===== src/rtl/shift_reg_univ.sv =====
// shift_reg_univ
//   Universal WIDTH-bit register: hold, parallel load, logical/arithmetic
//   shifts, rotates and bitwise set/reset, gated by a clock enable.
//
// Parameters
//   WIDTH        register width in bits (>= 2)
//   RESET_VALUE  value loaded by synchronous reset
//
// Ports
//   clk       rising-edge clock
//   reset     synchronous active-high reset (priority over ena/mode)
//   ena       clock enable; 0 holds q
//   mode      operation select
//             000 hold, 001 load, 010 shl, 011 lsr,
//             100 rol,  101 ror,  110 asr, 111 set/reset
//   d         parallel load data (mode 001)
//   s, r      per-bit set / reset masks (mode 111, r wins)
//   sin_lsb   serial input into bit 0 on shift left
//   sin_msb   serial input into bit WIDTH-1 on logical shift right
//   q         register contents
//   sout_msb  q[WIDTH-1]
//   sout_lsb  q[0]
//   zero      q == 0
module shift_reg_univ #(
  parameter int unsigned      WIDTH       = 8,
  parameter logic [WIDTH-1:0] RESET_VALUE = '0
) (
  input  logic             clk,
  input  logic             reset,
  input  logic             ena,
  input  logic [2:0]       mode,
  input  logic [WIDTH-1:0] d,
  input  logic [WIDTH-1:0] s,
  input  logic [WIDTH-1:0] r,
  input  logic             sin_lsb,
  input  logic             sin_msb,
  output logic [WIDTH-1:0] q,
  output logic             sout_msb,
  output logic             sout_lsb,
  output logic             zero
);

  typedef enum logic [2:0] {
    OP_HOLD = 3'b000,
    OP_LOAD = 3'b001,
    OP_SHL  = 3'b010,
    OP_LSR  = 3'b011,
    OP_ROL  = 3'b100,
    OP_ROR  = 3'b101,
    OP_ASR  = 3'b110,
    OP_SR   = 3'b111
  } op_e;

  op_e              op;
  logic [WIDTH-1:0] q_next;

  assign op = op_e'(mode);

  always_comb begin
    q_next = q;
    case (op)
      OP_HOLD: q_next = q;
      OP_LOAD: q_next = d;
      OP_SHL:  q_next = {q[WIDTH-2:0], sin_lsb};
      OP_LSR:  q_next = {sin_msb, q[WIDTH-1:1]};
      OP_ROL:  q_next = {q[WIDTH-2:0], q[WIDTH-1]};
      OP_ROR:  q_next = {q[0], q[WIDTH-1:1]};
      OP_ASR:  q_next = {q[WIDTH-1], q[WIDTH-1:1]};
      // Reset mask applied last so r dominates where both masks are set.
      OP_SR:   q_next = (q | s) & ~r;
      default: q_next = q;
    endcase
  end

  always_ff @(posedge clk) begin
    if (reset) begin
      q <= RESET_VALUE;
    end else if (ena) begin
      q <= q_next;
    end
  end

  assign sout_msb = q[WIDTH-1];
  assign sout_lsb = q[0];
  assign zero     = (q == '0);

endmodule

===== config.mk =====
export PLATFORM = sky130hd
export DESIGN_NAME = shift_reg_univ
export DESIGN_NICKNAME = d
export VERILOG_FILES = /design/src/rtl/shift_reg_univ.sv
export SDC_FILE = /design/constraint.sdc
export NUM_CORES = 1
export LEC_CHECK = 0
export BUFFER_PORTS_ARGS = -buffer_cell sky130_fd_sc_hd__buf_2
export CORE_UTILIZATION = 45
export CTS_BUF_LIST = sky130_fd_sc_hd__clkbuf_8
export DETAILED_ROUTE_END_ITERATION = 8
export PLACE_DENSITY = 0.81
export SETUP_SLACK_MARGIN = 0.05
export SLEW_MARGIN = 40
export SYNTH_ARGS = -nofsm -noshare
export SYNTH_HDL_FRONTEND = slang
export SYNTH_SLANG_ARGS = --single-unit

===== constraint.sdc =====
create_clock -name clk -period 1.55 [get_ports clk]
set_input_delay 0.155 -clock clk [delete_from_list [all_inputs] [get_ports clk]]
set_output_delay 0.155 -clock clk [all_outputs]
set_load 0.02 [all_outputs]

# [Word level (Yosys, flattened, before mapping)]
# Cells that the tools add are included.
[classes] n_eq_ne=7 muxes=1 bitwise_logic=5 n_reduce_logical=4
[op_table] cell="8-bit one-hot mux with 7 select lines" count=1
[op_table] cell="3-bit == test, second input constant" count=4
[op_table] cell="8-bit AND" count=1
[op_table] cell="8-bit logical NOT" count=1
[op_table] cell="8-bit NOT" count=1
[op_table] cell="8-bit bitwise OR" count=1
[op_table] cell="3-bit by 2-bit == test with 1-bit output, second input constant" count=2
[op_table] cell="3-bit by 1-bit == test with 1-bit output, second input constant" count=1
[op_table] cell="3-bit logical NOT" count=1
[op_table] cell="3-bit AND reduction" count=1
[op_table] cell="1-bit NOT" count=2
[op_table] cell="2-bit AND reduction" count=1
[totals] reg_bits=8 in_bits=32 output_inout_bits=11 wordCells=19

# [Longest topological paths before layout]
[depth] depth_word=3 depth_mapped=7 ltp_nobuf=4

# [Worst setup path after synthesis]
# OpenSTA, ideal clock, no wires.
[synth_path] path_kind="register to output" start="reg q[1]" end="out zero" t_arrival_ps=1230 required_ps=1395 setup_slack_ps=165 stages_incl_launch_ff=3 n_path_buf=0 path_cell_list="dfxtp_1 > or4_1 > nor2_1"
[synth_via] elab_chain_cells=1
[synth_lines] item="start, declared" line="37" rtl="output logic [WIDTH-1:0] q,"
[synth_lines] item="start signal, assigned" line="79" rtl="q <= q_next;"
[synth_lines] item="8-bit logical NOT" line="85" rtl="assign zero = (q == '0);"
[synth_lines] item="end, declared" line="40" rtl="output logic zero"
# Every way passes these cells.

# [Worst setup path in the final report]
# Ends and elaborated chain as after synthesis.

==> results.md <==
- Outcome: finished, violations left
- Violated checks: DRC
- Net Count, Synth: 143
- Clk_skew: 0.00147 ns
- Initial drt markers: 29
- Antenna viol nets, final: 0
- Largest register FFs: 8
- Critical Path End Type: output pin
- Pin count of the biggest net entering global routing: 22
- Placer Congestion: 0.830
- Die W: 43.8 µm
- Clock buffer depth: 2
- Syn Inst Count: 111
- GRT overflow: 0
- Hold Vio Cnt, Final: 0
- Yosys warns: 0
- Placed insts: 164
- GRT Util Overall: 0.262
- Power Density: 739 mW/mm²
- Crit path max fanout: 3
- First-pass GRT wire length: 3680 µm
- Setup Viol. Count Final: 0
- Drt drc: 3
- Pre-Repair DR Iteration Count: 6
- Mux cell area share after synthesis: 0
- Power share of the combinational group: 0.361
- Startpoint types: flip-flop
- Leak pwr: 0.475 nW
- Die area: 0.00192 mm²
- Worst hold path class: input pin to flip-flop
- Cell Count, Final, Fillers Out: 169
- Synth Area in XOR/XNOR: 0.0334
- Netlist cell types: 35
- Final cycle utilization of the critical path: 0.973
- Hold Slack: 0.144 ns
- Initial antenna violation count: 0
- VDD IR-drop max: 0.426 mV
- Adder-cell share of the synthesized area: 0
- Total number of vias: 995
- CTS root buf: clkbuf_8
- Post-CTS Hold Buffers: 0
- Vias in the first global route: 873
- Int Power: 0.516 mW
- Worst-path clk slew: 0.04 ns
- Row count: 14
- Layout cell share with drive strength beyond 1: 0.418
- Worst-Margin Slew: 0.395 ns
- Slew headroom: 0.736
- Top Registers: q: 8 flops
- Fill cells: 137
- Initial core utilization: 0.498
- Synth Area in Compound Gates: 0.301
- Critical path class: flip-flop to output pin
- RSZ-0062 raised after global routing: true
- Final Max Tran Viols: 0
- Final wirelength: 2310 µm
- Core footprint: 0.00158 mm²
- Synth Cell Area: 786 µm²
- Ports: 43
- #FFs+latches synth: 8
- Final nets: 187
- Critical path required time: 1.39 ns
- Largest family of logic cells by synthesized area: simple AND/OR/NAND/NOR gates
- CTS buffer count: 3
- Ant. Diodes: 0
- Syn_area_per_cell: 7.08 µm²
- P_sw: 0.260 mW
- Clk Latency, worst-skew pair: 0.23 ns
- Net Sw Frac: 0.336
- Maximum clock rate: 663 MHz
- I/O Buffers: 42
- Via density: 5.89
- Worst Path Arrival: 1.35 ns
- Final HPWL DP: 1650 µm
- Simple logic cell fraction of the synthesized area: 0.336
- Register bank with the most flops: q
- CTS H-tree lvls: 1
- Final min period: 1.51 ns
- Overall die height: 43.8 µm
- Clock network power share: 0.331
- Setup tns final: 0 ns
- Clk sink count: 8
- Sequential share of power: 0.308
- Area grow syn2layout: 33.6%
- Fraction of the yosys area taken by sequential cells: 0.204
- Max cap viols: 0
- DR WL/cell: 13.6 µm
- CTS tree: done
-- what timing repair did --
item | in CTS | in global routing
setup endpoints to repair | 1 | 1
resized for setup | 6 | 6
pin swaps | 2 | 2
buffers inserted | 1 | 1
-- logic make-up (layout without fill, tap and decap cells) --
| group | count (synthesis) | in the layout |
|---|---|---|
| flip-flops | 8 | 8 |
| buffers and inverters | 13 | 55 |
| XOR/XNOR | 3 | 3 |
| AO/OA/AOI/OAI | 29 | 29 |
| AND/OR/NAND/NOR | 58 | 58 |
-- power by group through the flow --
stage	sequential (mW)	clock, mW	combinational, mW
6_report	0.239	0.257	0.280
5_1_grt	0.240	0.274	0.306
4_1_cts	0.240	0.259	0.253
3_5_place_dp	0.245	0	0.241
3_3_place_gp	0.244	0	0.235
2_1_floorplan	0.258	0	0.149
-- layer usage --
layer	part of all wire	routed length [µm]	vias up	GRT usage
met5	0	0	-	0
met4	0.017	40	0	0.150
met3	0.088	203	6	0.0250
met2	0.49	1140	57	0.454
met1	0.40	923	449	0.312
li1	-	-	483	-
-- layout by cell type, fill, tap and decap left out, types with 2 or more instances in the layout --
master	synthesis	final
dfxtp_1	8	4
nor3_1	8	8
dfxtp_2	0	2
o21ai_1	2	2
nand2_1	32	32
or4_4	0	2
clkbuf_8	0	3
a211oi_1	8	8
nor2_1	10	9
buf_2	1	41
inv_1	4	4
o221ai_1	5	5
dfxtp_4	0	2
o21ai_0	2	2
buf_4	2	6
xnor2_1	2	2
-- metrics by stage --
stage	power (mW)	setup slack, ns	cell area [µm²]	utilization
floorplan	0.407	0.165	786	-
global route	0.820	0.0185	1050	0.666
finish	0.776	0.0425	1050	0.666
detailed placement	0.486	0.123	962	0.610
global placement	0.479	0.156	962	0.610
CTS	0.751	0.0433	1020	0.648
-- worst max-delay path, stage by stage (launching register included) --
cell and delay, ns:
dfxtp_4 0.34, or4_4 0.54, nor2_4 0.13, buf_6 0.12
-- Yosys cell counts --
master | instances | share of area
a21oi_2 | 1 | 0.011
o221ai_1 | 5 | 0.056
a211o_1 | 1 | 0.011
nand2_1 | 32 | 0.15
buf_8 | 1 | 0.019
dfxtp_1 | 8 | 0.20
o21ai_1 | 2 | 0.013
a31oi_1 | 1 | 0.0080
nor2_1 | 10 | 0.048
a2111oi_1 | 1 | 0.013
buf_4 | 2 | 0.019
a211oi_1 | 8 | 0.076
o21bai_1 | 1 | 0.0096
a2bb2oi_1 | 1 | 0.011
buf_2 | 1 | 0.0064
a21oi_1 | 1 | 0.0064
a21boi_1 | 1 | 0.0096
nand3_4 | 1 | 0.022
clkbuf_1 | 1 | 0.0048
nand3b_1 | 1 | 0.0096
a21o_1 | 1 | 0.0096
or3_1 | 1 | 0.0080
a2111oi_2 | 1 | 0.019
or4_1 | 2 | 0.019
o221ai_2 | 1 | 0.019
o21ai_0 | 2 | 0.013
xor2_1 | 1 | 0.011
inv_1 | 4 | 0.019
nor2b_1 | 1 | 0.0080
nor3b_1 | 1 | 0.0096
xnor2_1 | 2 | 0.022
nor2_2 | 1 | 0.0080
buf_6 | 4 | 0.057
o211ai_2 | 1 | 0.016
nor3_1 | 8 | 0.051
-- final timing paths --
path	startpoint	endpoint	slack, ns	cells past startpoint
worst min-delay path	reset	q[7]	0.14	2
worst min register to register	q[4]	q[4]	0.56	2
worst max-delay path	q[1]	zero	0.04	3
worst max register to register	q[7]	q[0]	0.25	5
-- area by class of cell --
type	count	area (µm²)	area share
well taps	16	20.0	0.0191
inverters	4	15.0	0.0143
clock buffers	3	41.3	0.0393
flip-flops and latches	8	170	0.162
multi-input cells	90	542	0.516
repair buffers	48	262	0.249
(Power assumes the default switching activity.)
